[config.mk]
export PLATFORM = sky130hd
export DESIGN_NAME = inst_fetch_queue
export DESIGN_NICKNAME = d
export VERILOG_FILES = /design/src/rtl/inst_fetch_queue_pkg.sv /design/src/rtl/fetch_fifo.sv /design/src/rtl/inst_fetch_queue.sv
export SDC_FILE = /design/constraint.sdc
export NUM_CORES = 1
export LEC_CHECK = 0
export BUFFER_PORTS_ARGS = -buffer_cell sky130_fd_sc_hd__buf_2
export CAP_MARGIN = 10
export CORE_AREA = 2 2 219 264
export CTS_CLUSTER_DIAMETER = 30
export CTS_CLUSTER_SIZE = 12
export DETAILED_ROUTE_END_ITERATION = 8
export DIE_AREA = 0 0 221 266
export PLACE_DENSITY_LB_ADDON = 0.05
export SYNTH_ARGS = -nofsm -noshare
export SYNTH_HDL_FRONTEND = slang
export SYNTH_HIERARCHICAL = 1
export SYNTH_SLANG_ARGS = --single-unit
[constraint.sdc]
create_clock -name clk -period 6.2 [get_ports clk]
set_clock_uncertainty 0.05 [all_clocks]
set_input_delay 1.86 -clock clk [delete_from_list [all_inputs] [get_ports clk]]
set_output_delay 1.86 -clock clk [all_outputs]
set_load 0.02 [all_outputs]
[src/rtl/inst_fetch_queue_pkg.sv]
// Shared definitions for the instruction-fetch front end.
// Holds the default reset PC, the sequential fetch step, the instruction
// width and a helper that sizes one queue entry as {pc, inst}.
package inst_fetch_queue_pkg;

  localparam int unsigned ADDR_W_DEF   = 32;
  localparam logic [31:0] RESET_PC_DEF = 32'h1c00_0000;
  localparam int unsigned PC_STEP_DEF  = 4;
  localparam int unsigned INST_W       = 32;

  // Width of one queue entry: the PC sits above the instruction word.
  function automatic int unsigned entry_w(input int unsigned addr_w);
    return addr_w + INST_W;
  endfunction

endpackage

[src/rtl/fetch_fifo.sv]
// Synchronous FIFO used as the fetch queue.
// Ports:
//   clk, rst         clock, asynchronous active-high reset
//   push, push_data  write one entry (ignored while full or flushing)
//   pop              remove the head entry (ignored while empty or flushing)
//   flush            drop all entries and reset both pointers
//   head_valid       queue is not empty
//   head_data        head entry, zero when empty
//   count            occupancy, 0..DEPTH
// Handshake: an entry moves out on a cycle where head_valid and pop are both
// high; push is accepted on any cycle the queue is not full.
module fetch_fifo #(
  parameter int unsigned WIDTH = 64,
  parameter int unsigned DEPTH = 4
) (
  input  logic                     clk,
  input  logic                     rst,
  input  logic                     push,
  input  logic [WIDTH-1:0]         push_data,
  input  logic                     pop,
  input  logic                     flush,
  output logic                     head_valid,
  output logic [WIDTH-1:0]         head_data,
  output logic [$clog2(DEPTH):0]   count
);

  localparam int unsigned PTR_W = $clog2(DEPTH);
  localparam int unsigned CNT_W = PTR_W + 1;

  logic [WIDTH-1:0] mem_q [DEPTH];
  logic [PTR_W-1:0] wr_ptr_q, wr_ptr_d;
  logic [PTR_W-1:0] rd_ptr_q, rd_ptr_d;
  logic [CNT_W-1:0] count_q, count_d;
  logic             empty, full, push_ok, pop_ok;

  assign empty   = (count_q == '0);
  assign full    = (count_q == CNT_W'(DEPTH));
  assign push_ok = push & ~full & ~flush;
  assign pop_ok  = pop & ~empty & ~flush;

  always_comb begin
    wr_ptr_d = wr_ptr_q;
    rd_ptr_d = rd_ptr_q;
    count_d  = count_q;
    if (flush) begin
      wr_ptr_d = '0;
      rd_ptr_d = '0;
      count_d  = '0;
    end else begin
      // Pointers are power-of-two wide, so they wrap on their own.
      if (push_ok) wr_ptr_d = wr_ptr_q + PTR_W'(1);
      if (pop_ok)  rd_ptr_d = rd_ptr_q + PTR_W'(1);
      if (push_ok && !pop_ok)      count_d = count_q + CNT_W'(1);
      else if (pop_ok && !push_ok) count_d = count_q - CNT_W'(1);
    end
  end

  always_ff @(posedge clk or posedge rst) begin
    if (rst) begin
      wr_ptr_q <= '0;
      rd_ptr_q <= '0;
      count_q  <= '0;
    end else begin
      wr_ptr_q <= wr_ptr_d;
      rd_ptr_q <= rd_ptr_d;
      count_q  <= count_d;
    end
  end

  // Storage needs no reset: nothing is visible unless count says so.
  always_ff @(posedge clk) begin
    if (push_ok) mem_q[wr_ptr_q] <= push_data;
  end

  assign head_valid = ~empty;
  assign head_data  = empty ? '0 : mem_q[rd_ptr_q];
  assign count      = count_q;

endmodule

[src/rtl/inst_fetch_queue.sv]
// Instruction-fetch front end: owns the fetch PC, issues reads to the
// instruction SRAM and buffers returned words in a DEPTH-entry queue.
// Ports:
//   clk, rst                       clock, asynchronous active-high reset
//   redirect_valid, redirect_pc    re-steer fetch (branch/jump/exception)
//   inst_sram_en, inst_sram_addr   SRAM read request and address
//   inst_sram_rdata                read data, one cycle after the request
//   out_valid, out_ready           decode handshake on the queue head
//   out_pc, out_inst               head PC and instruction (zero when empty)
//   count                          queue occupancy
// Handshake: the head leaves the queue on any cycle with out_valid and
// out_ready both high, except a redirect cycle, where the pop is ignored.
module inst_fetch_queue
  import inst_fetch_queue_pkg::*;
#(
  parameter int unsigned        ADDR_W   = ADDR_W_DEF,
  parameter int unsigned        DEPTH    = 4,
  parameter logic [ADDR_W-1:0]  RESET_PC = ADDR_W'(RESET_PC_DEF),
  parameter int unsigned        PC_STEP  = PC_STEP_DEF
) (
  input  logic                   clk,
  input  logic                   rst,
  input  logic                   redirect_valid,
  input  logic [ADDR_W-1:0]      redirect_pc,
  output logic                   inst_sram_en,
  output logic [ADDR_W-1:0]      inst_sram_addr,
  input  logic [31:0]            inst_sram_rdata,
  output logic                   out_valid,
  input  logic                   out_ready,
  output logic [ADDR_W-1:0]      out_pc,
  output logic [31:0]            out_inst,
  output logic [$clog2(DEPTH):0] count
);

  localparam int unsigned CNT_W = $clog2(DEPTH) + 1;
  localparam int unsigned EW    = entry_w(ADDR_W);

  logic [ADDR_W-1:0] fetch_pc_q, fetch_pc_d;
  logic [ADDR_W-1:0] req_pc_q, req_pc_d;
  logic              resp_pending_q, resp_pending_d;

  logic              pop, issue;
  logic              fifo_push, fifo_pop, fifo_flush;
  logic [EW-1:0]     head_data;
  logic [CNT_W:0]    occ_after;
  logic              room;

  assign pop = out_valid & out_ready;

  // Slots that will be spoken for once this cycle settles: stored entries
  // plus the response in flight, minus the head leaving. Issuing only while
  // this is below DEPTH keeps every returning response from overflowing.
  assign occ_after = {1'b0, count}
                   + {{CNT_W{1'b0}}, resp_pending_q}
                   - {{CNT_W{1'b0}}, pop};
  assign room      = (occ_after < (CNT_W + 1)'(DEPTH));

  always_comb begin
    fetch_pc_d     = fetch_pc_q;
    req_pc_d       = req_pc_q;
    resp_pending_d = 1'b0;
    issue          = 1'b0;
    inst_sram_addr = fetch_pc_q;
    fifo_push      = 1'b0;
    fifo_pop       = 1'b0;
    fifo_flush     = 1'b0;
    if (redirect_valid) begin
      // Redirect target goes straight to the SRAM port: no bubble. The
      // response due this cycle and any queued work belong to the old path.
      issue          = 1'b1;
      inst_sram_addr = redirect_pc;
      fetch_pc_d     = redirect_pc + ADDR_W'(PC_STEP);
      req_pc_d       = redirect_pc;
      resp_pending_d = 1'b1;
      fifo_flush     = 1'b1;
    end else begin
      fifo_push = resp_pending_q;
      fifo_pop  = pop;
      if (room) begin
        issue          = 1'b1;
        fetch_pc_d     = fetch_pc_q + ADDR_W'(PC_STEP);
        req_pc_d       = fetch_pc_q;
        resp_pending_d = 1'b1;
      end
    end
  end

  // Reset must silence the SRAM port immediately, not at the next edge.
  assign inst_sram_en = issue & ~rst;

  always_ff @(posedge clk or posedge rst) begin
    if (rst) begin
      fetch_pc_q     <= RESET_PC;
      req_pc_q       <= '0;
      resp_pending_q <= 1'b0;
    end else begin
      fetch_pc_q     <= fetch_pc_d;
      req_pc_q       <= req_pc_d;
      resp_pending_q <= resp_pending_d;
    end
  end

  fetch_fifo #(
    .WIDTH (EW),
    .DEPTH (DEPTH)
  ) u_fifo (
    .clk        (clk),
    .rst        (rst),
    .push       (fifo_push),
    .push_data  ({req_pc_q, inst_sram_rdata}),
    .pop        (fifo_pop),
    .flush      (fifo_flush),
    .head_valid (out_valid),
    .head_data  (head_data),
    .count      (count)
  );

  assign out_pc   = head_data[EW-1:INST_W];
  assign out_inst = head_data[INST_W-1:0];

endmodule
==> flow_metrics.env <==
export IMPL_status="finished clean"
export IMPL_final_period_utilization=0.904
export IMPL_cp_cell_sequence="buf_2, and2_1, ha_1, inv_1, ha_1, and3b_1, or2_2, a311oi_4, nor2_1, buf_2"
export IMPL_worstReg2RegEnd="req_pc_q[10]$_DFFE_PP0P_"
export IMPL_max_stage_delay_ns=0.40
export IMPL_worstReg2RegStart="u_fifo/count[0]$_DFFE_PP0P_"
export IMPL_worst_setup_hold_path_clk_slew_ns=0.04
export IMPL_die_width_um=221
export IMPL_synth_top_area_frac=0.551
export IMPL_post_synth_top_count_cell="sky130_fd_sc_hd__edfxtp_1"
export IMPL_post_cts_resize_count=0
export IMPL_setup_total_negative_slack_ns=0
export IMPL_cap_violations=0
export IMPL_cts_htree_levels=3
export IMPL_synth_ff_type="sky130_fd_sc_hd__edfxtp_1"
export IMPL_setup_viol=0
export IMPL_n_fill_cell=5601
export IMPL_clock_root_cell="sky130_fd_sc_hd__clkbuf_16"
export IMPL_end_kind="primary output"
export IMPL_yosysWarnings=6
export IMPL_cp_slowest_cell="sky130_fd_sc_hd__a311oi_4"
export IMPL_detail_route_vias_per_cell=4.39
export IMPL_synth_edff_count=256
export IMPL_tritoncts_num_sinks=328
export IMPL_post_route_drc_count=0
export IMPL_design_core_area_sq_um=56600
export IMPL_synth_area_leaders="sky130_fd_sc_hd__edfxtp_1 55%, sky130_fd_sc_hd__dfrtp_1 12%, sky130_fd_sc_hd__mux4_2 10%"
export IMPL_finalPower_mw=10.4
export IMPL_design_die_area_sq_um=58800
export IMPL_grt_first_pass_wirelength_um=59600
export IMPL_cts_made_buffers=85
export IMPL_timing_reg2reg_worst_path_depth=13
export IMPL_postRouteAntennaNets=0
export IMPL_port_buffers=168
export IMPL_global_route_overflow_total=0
export IMPL_arrival_ns=3.70
export IMPL_drive_above_1_share=0.363
export IMPL_post_cts_repair_setup_buffers=0
export IMPL_flow_area_growth_from_synthesis_pct=34.4
export IMPL_routabilityCongestion=0.711
export IMPL_diodes=0
export IMPL_syn_mean_instance_area_sq_um=15.7
export IMPL_grt_setup_unrepaired="false"
export IMPL_synth_ff_latch_count=328
export IMPL_postRouteWirelength_um=39700
export IMPL_reg2reg_setup_slack_ns=2.34
export IMPL_p_per_area_nw_per_um2=554
export IMPL_hpwlAfterDp_um=24900
export IMPL_grt_start_max_net_pins=73
export IMPL_cts_hold_buffers=0
export IMPL_core_rowCount=96
export IMPL_yosysTopAreaCell="sky130_fd_sc_hd__edfxtp_1"
export IMPL_post_synth_most_frequent_cells="256 x sky130_fd_sc_hd__edfxtp_1, 92 x sky130_fd_sc_hd__nor2_1, 71 x sky130_fd_sc_hd__and2_1"
export IMPL_initialDrtViolationCount=336
export IMPL_detailroute_via_count=8444
export IMPL_timing_worst_slew_pin_value_ns=0.969
export IMPL_mappedNetlistArea_sq_um=13900
export IMPL_critical_path_required_ns=4.29
export IMPL_synth_cells=889
export IMPL_synth_fp_nets=966
export IMPL_period_needed_ns=5.61
export IMPL_clock_tree_buffer_depth=3
export IMPL_crit_type="input port to primary output"
export IMPL_ys_async_sr_fraction=0.220
export IMPL_nNetsFinal=1202
export IMPL_overall_fraction_of_global_route_tracks_in_use=0.136
export IMPL_worstPathMaxFanout=2
export IMPL_timing_slew_headroom=0.354
export IMPL_antenna_violations_before_repair=0
export IMPL_post_synth_num_cell_types=54
export IMPL_drt_pre_antenna_iters=5
export IMPL_clock_insertion_delay_worst_skew_ns=0.59
export IMPL_yosysSeqAreaShare=0.681
export IMPL_die_height_um=266
export IMPL_number_of_global_route_vias_before_repair=9187
export IMPL_top_level_ports=169
export IMPL_hold_viol=0
export IMPL_regArea_sq_um=9500
export IMPL_initial_cell_density_of_the_core=0.246
export IMPL_worstSetupStartpointType="input port"
export IMPL_multiInputGateArea_sq_um=4140
export IMPL_min_path_type="flip-flop to flip-flop"
export IMPL_cellLeakagePower_nw=6.97
export IMPL_final_max_slew_violation_count=0
export IMPL_max_freq_ghz=0.178
export IMPL_worstHoldPathCells=2
export IMPL_routedWlPerCell_um=20.6
export IMPL_max_vdd_ir_drop_mv=0.309
export IMPL_tritoncts_clock_tree="done"
export IMPL_min_to="fetch_pc_q[26]$_DFFE_PP1P_"
export IMPL_worst_hold_startpoint="fetch_pc_q[26]$_DFFE_PP1P_"
-- per-stage QoR --
stage          setup slack (ns)   util  hold slack, ns  area (sq um)  instances
4_1_cts                   0.557  0.331           0.435         18700       1924
6_report                  0.595  0.331           0.430         18700       1924
5_1_grt                   0.477  0.331           0.456         18700       1924
3_3_place_gp              0.530  0.278           0.425         15700       1773
3_5_place_dp              0.578  0.278           0.421         15700       1773
2_1_floorplan             0.239      -           0.395         13900        889
-- cells by family after synthesis --
kind of cell / after synthesis / synth area share
compound gates: 83 / 0.0377
flops: 328 / 0.681
fa+ha+maj: 9 / 0.00862
simple gates: 277 / 0.104
xor+xnor: 23 / 0.0145
buf+inv: 71 / 0.0244
mux: 98 / 0.130
-- power by group --
group / total [mW] / internal (mW) / switching (mW)
clock network: 4.56 / 3.29 / 1.27
logic: 2.56 / 0.907 / 1.65
registers: 3.25 / 2.91 / 0.340
total: 10.4 / 7.11 / 3.26
-- state kept, by name (all words and copies together) (netlist names) --
register,flops
fetch_pc_q,32
u_fifo/wr_ptr_q,2
u_fifo/mem_q,256
req_pc_q,32
u_fifo/count,3
u_fifo/rd_ptr_q,2
resp_pending_q,1
-- area by class of cell --
class | count | area share
timing repair buffer | 195 | 0.0585
multi-input combinational | 490 | 0.221
inverter | 25 | 0.00501
clock buffer | 100 | 0.120
clock inverter | 51 | 0.0394
sequential | 328 | 0.507
tap | 735 | 0.0491
-- worst max-delay path by stage --
stage / startpoint / endpoint / slack (ns) / cells past startpoint
6_report: out_ready / inst_sram_en / 0.59 / 10
5_1_grt: out_ready / inst_sram_en / 0.48 / 10
4_1_cts: out_ready / inst_sram_en / 0.56 / 10
3_5_place_dp: out_ready / inst_sram_en / 0.58 / 10
3_3_place_gp: out_ready / inst_sram_en / 0.53 / 10
2_1_floorplan: out_ready / inst_sram_en / 0.24 / 10
-- layer usage --
layer | vias up | GRT usage | wire length, um
li1 | 3891 | - | -
met1 | 4251 | 0.167 | 16800
met2 | 240 | 0.233 | 20000
met3 | 62 | 0.0325 | 2040
met4 | 0 | 0.0531 | 879
met5 | - | 0 | 0
-- placed cells by master (no fill, tap or decap), drive strengths merged, types with 8 or more instances in the layout --
cell      Yosys  final
o21ai         9      9
buf          23    195
clkbuf       23    100
inv          25     26
bufinv        0     18
nand4        11     11
dfrtp        69     69
mux2i        13     13
clkinv        0     24
mux4         64     64
nand2        38     38
and3         11     11
nand3        19     19
clkinvlp      0      8
ha            8      8
mux2         21     21
nor2         92     92
a21oi        36     36
nand3b        9      9
xor2          8      8
edfxtp      256    256
o31ai        12     12
and2         71     71
xnor2        15     15
-- worst max-delay path: cells and delay by family --
kind,cells,cell delay [ns]
and+or+nand+nor,4,0.70
AOI/OAI and AO/OA,1,0.40
adders and majority gates,2,0.38
buffers and inverters,3,0.35
Power figures use the tool's default switching activity.
